### src/rtl/mult_pkg.sv
// Shared definitions for the shift-and-add multiplier: FSM encoding and operand sizing.
package mult_pkg;

   localparam int MULT_W     = 32;
   localparam int MULT_STEPS = 32;

   typedef enum logic [1:0] {
      S_IDLE = 2'd0,
      S_RUN  = 2'd1,
      S_DONE = 2'd2
   } state_t;

endpackage

### src/rtl/RCA_32_bit.sv
// 32-bit ripple-carry adder; the carry propagates bit by bit from c_in to c_out.
module RCA_32_bit (
   input  logic [31:0] a,
   input  logic [31:0] b,
   input  logic        c_in,
   output logic [31:0] s,
   output logic        c_out
);

   always_comb begin
      logic carry;
      carry = c_in;
      s     = '0;
      for (int i = 0; i < 32; i++) begin
         s[i]  = a[i] ^ b[i] ^ carry;
         carry = (a[i] & b[i]) | (carry & (a[i] ^ b[i]));
      end
      c_out = carry;
   end

endmodule

### src/rtl/shift_add_mult_32.sv
// Sequential unsigned 32x32->64 multiplier: one shift-and-add step per clock through RCA_32_bit,
// with valid/ready handshakes on the operand and product sides.
module shift_add_mult_32
   import mult_pkg::*;
#(
   parameter int WIDTH = MULT_W,
   parameter int CNT_W = 6
) (
   input  logic               clk,
   input  logic               rst_n,
   input  logic               in_valid,
   output logic               in_ready,
   input  logic [WIDTH-1:0]   a,
   input  logic [WIDTH-1:0]   b,
   output logic               out_valid,
   input  logic               out_ready,
   output logic [2*WIDTH-1:0] p,
   output logic               busy
);

   state_t             state_q, state_d;
   logic [CNT_W-1:0]   count_q, count_d;
   logic [WIDTH-1:0]   mcand_q, mcand_d;
   logic [WIDTH-1:0]   hi_q, hi_d;
   logic [WIDTH-1:0]   lo_q, lo_d;

   logic [WIDTH-1:0]   add_b;
   logic [WIDTH-1:0]   add_sum;
   logic               add_cout;

   assign add_b = lo_q[0] ? mcand_q : '0;

   RCA_32_bit u_add (
      .a     (hi_q),
      .b     (add_b),
      .c_in  (1'b0),
      .s     (add_sum),
      .c_out (add_cout)
   );

   always_ff @(posedge clk or negedge rst_n) begin
      if (!rst_n) begin
         state_q <= S_IDLE;
         count_q <= '0;
         mcand_q <= '0;
         hi_q    <= '0;
         lo_q    <= '0;
      end else begin
         state_q <= state_d;
         count_q <= count_d;
         mcand_q <= mcand_d;
         hi_q    <= hi_d;
         lo_q    <= lo_d;
      end
   end

   // The adder carry lands in the top product bit as the 65-bit {c_out, sum, lo} value shifts right.
   always_comb begin
      state_d   = state_q;
      count_d   = count_q;
      mcand_d   = mcand_q;
      hi_d      = hi_q;
      lo_d      = lo_q;
      in_ready  = 1'b0;
      out_valid = 1'b0;
      busy      = 1'b0;
      p         = '0;
      case (state_q)
         S_IDLE: begin
            in_ready = 1'b1;
            if (in_valid) begin
               mcand_d = a;
               lo_d    = b;
               hi_d    = '0;
               count_d = '0;
               state_d = S_RUN;
            end
         end
         S_RUN: begin
            busy          = 1'b1;
            {hi_d, lo_d}  = {add_cout, add_sum, lo_q[WIDTH-1:1]};
            count_d       = count_q + CNT_W'(1);
            if (count_q == CNT_W'(WIDTH - 1)) begin
               state_d = S_DONE;
            end
         end
         S_DONE: begin
            out_valid = 1'b1;
            p         = {hi_q, lo_q};
            if (out_ready) begin
               state_d = S_IDLE;
            end
         end
         default: begin
            state_d = S_IDLE;
         end
      endcase
   end

endmodule

### config.mk
export PLATFORM = sky130hd
export DESIGN_NAME = shift_add_mult_32
export DESIGN_NICKNAME = d
export VERILOG_FILES = /design/src/rtl/mult_pkg.sv /design/src/rtl/RCA_32_bit.sv /design/src/rtl/shift_add_mult_32.sv
export SDC_FILE = /design/constraint.sdc
export NUM_CORES = 1
export LEC_CHECK = 0
export BUFFER_PORTS_ARGS = -buffer_cell sky130_fd_sc_hd__buf_4
export CORE_MARGIN = 4
export CORE_UTILIZATION = 40
export DETAILED_ROUTE_END_ITERATION = 10
export REMOVE_ABC_BUFFERS = 1
export SKIP_CTS_REPAIR_TIMING = 1
export SKIP_LAST_GASP = 1
export SLEW_MARGIN = 10
export SYNTH_ARGS = -nofsm -noshare
export SYNTH_HDL_FRONTEND = slang
export SYNTH_SLANG_ARGS = --single-unit
### constraint.sdc
create_clock -name clk -period 14.71 [get_ports clk]
set_input_delay 3.6775 -clock clk [delete_from_list [all_inputs] [get_ports clk]]
set_output_delay 3.6775 -clock clk [all_outputs]
set_load 0.05 [all_outputs]
==> metrics.yaml <==
status: "finished, final reports clean"
grt_pass1_wl_um: 22200
multi_input_area_um2: 2820
seq_area_frac_synth_pct: 45.2
synth_cell_types: 31
clockRootBuffer: "clkbuf_16"
holdWs_ps: 479
clkSinkCount: 104
finalHoldViolCount: 0
grt_max_degree: 70
cts_tree: "built"
row_count: 43
synth_top_area_cell: "dfrtp_1"
most-common-layout-cells: "buf_4 (141), dfrtp_1 (103), nand2_1 (66)"
crit_path_frequent_cell: "fa_1"
cap_violations: 0
rsz0062_at_grt: "false"
ff2ff_setup_slack_ps: 780
firstDrtPassIters: 4
post-route-drc-count: 0
n_antenna_cell: 0
grt_pass1_vias: 4350
core_um2: 14000
final_nets: 775
drt_iter0_drc: 219
start_kind: "register"
slew_viol_final: 0
vias: 4269
clock_latency_ps: 350
yosysWarnings: 0
syn_inst: 564
syn_to_final_growth_pct: 24.2
cp_max_fo: 3
synth_top_area_share_pct: 45.2
cpMaxStageDelayCell: "fa_1"
leakage_nw: 3.48
final_common_cell: "buf_4"
ant_nets: 0
drive_gt1_share_pct: 28.3
hp-class: "reg2reg"
ys_ff_latch: 104
htreeDepth: 3
dp_hpwl_um: 9150
critical_path_required_ps: 14920
fin_crit_ps: 13930
setup_violations: 0
regArea_um2: 2600
via_per_inst: 4.98
max_freq_ghz: 0.0718
fin_crit_sh_pct: 94.7
dieHeight_um: 128
synth_area_per_cell_um2: 10.2
cp.arrival_ps: 14130
fp.dieArea_um2: 16400
chipWidth_um: 128
antenna_found_initial: 0
relSlewSlack_pct: 23.9
wire_per_inst_um: 15.7
fill_cells: 1280
ir_drop_v: 0.0000622
io_pins: 135
cts_made_buffers: 9
grt_usage_pct: 16.9
clockBufferDepth: 2
synthesis.area_um2: 5760
gp_congestion: 0.788
worst_slew_pin_slew_ps: 1140
io_buffer_count: 134
fin_worst_skew_ps: 4.93
critPathCaptureType: "register"
fin_tns_setup_ps: 0
drt-total-wl_um: 13500
synthTopCellsByArea: "dfrtp_1 (45%), fa_1 (11%), mux2_4 (8.3%)"
start_util_pct: 41.2
overflow: 0
path_clk_slew_ps: 70
crit_path_max_incr_delay_ps: 490
critPathKind: "reg2reg"
power_density_nw_per_um2: 185
-- area by class of cell --
type | instances | area share, %
clock buffer | 12 | 3.58
clock inverter | 3 | 0.909
inverter | 35 | 1.84
multi-input combinational | 383 | 39.3
sequential | 104 | 36.4
tap | 180 | 3.15
timing repair buffer | 141 | 14.8
-- worst max-delay path, delay by kind of cell, from the launching register on --
kind | cells | cell delay (ps)
compound gates | 1 | 70
fa+ha+maj | 32 | 13030
buf+inv | 3 | 180
flops | 1 | 360
simple gates | 1 | 130
-- registers in the layout, summed over array words and instances, names as in the netlist --
name     cells
mcand_q     32
hi_q        32
lo_q        32
state_q      2
count_q      6
-- Yosys cell counts --
library cell / n
or3_1: 1
fa_1: 31
and2b_1: 2
or3b_1: 1
a22oi_1: 4
dfrtp_1: 104
o31ai_1: 1
nand2_1: 66
ha_1: 2
nand2b_1: 3
a21oi_1: 32
o21bai_1: 1
a22o_1: 1
nand3_1: 35
buf_2: 10
nor2b_1: 4
mux2i_1: 2
o21ai_0: 65
nor2_1: 31
nand4_1: 1
o41ai_1: 1
nor3_1: 1
buf_6: 7
and3b_1: 28
clkbuf_1: 25
and2_1: 36
o2bb2ai_1: 1
o311ai_0: 1
inv_1: 34
inv_2: 1
mux2_4: 32
-- cells by family after synthesis --
group           after synthesis  share of synthesized area (%)
compound gates              107                           9.81
fa+ha+maj                    33                           11.2
buf+inv                      77                           6.14
flops                       104                           45.2
mux                          34                           8.68
simple gates                209                           19.0
-- path summary, 6_finish.rpt --
path                                              from                      end  depth (start not counted)
worst max register to register     lo_q[0]$_DFFE_PN0P_     hi_q[30]$_DFFE_PN0P_                         37
worst max-delay path               lo_q[0]$_DFFE_PN0P_     hi_q[30]$_DFFE_PN0P_                         37
worst min register to register  count_q[4]$_DFFE_PN0P_   count_q[4]$_DFFE_PN0P_                          1
min in group asynchronous                        rst_n     lo_q[23]$_DFFE_PN0P_                          1
worst min-delay path            count_q[4]$_DFFE_PN0P_   count_q[4]$_DFFE_PN0P_                          1
max in group asynchronous                        rst_n  mcand_q[29]$_DFFE_PN0P_                          2
-- layer usage --
| layer | vias to the layer above | share of wire [%] | track usage, % | wire length [um] |
|---|---|---|---|---|
| li1 | 2087 | - | - | - |
| met1 | 2050 | 47 | 23.7 | 6300 |
| met2 | 120 | 45 | 25.7 | 6100 |
| met3 | 12 | 6.5 | 4.00 | 869 |
| met4 | 0 | 1.4 | 5.99 | 193 |
| met5 | - | 0 | 0 | 0 |
-- through the flow --
stage	instance area, um^2	setup WS, ps	power, W	std cells	utilization [%]
2_1_floorplan	5540	581	0.000923	522	-
3_3_place_gp	6830	782	0.00105	843	48.9
3_5_place_dp	6830	709	0.00108	843	48.9
6_report	7160	782	0.00132	858	51.2
4_1_cts	7160	629	0.00135	858	51.2
5_1_grt	7160	213	0.00145	858	51.2
-- power by group --
part,internal [W],total [W],switching [W]
registers,0.000434,0.000521,0.0000870
logic,0.000250,0.000540,0.000290
clock network,0.000157,0.000261,0.000104
No activity file was read; power rests on OpenSTA's default activity.
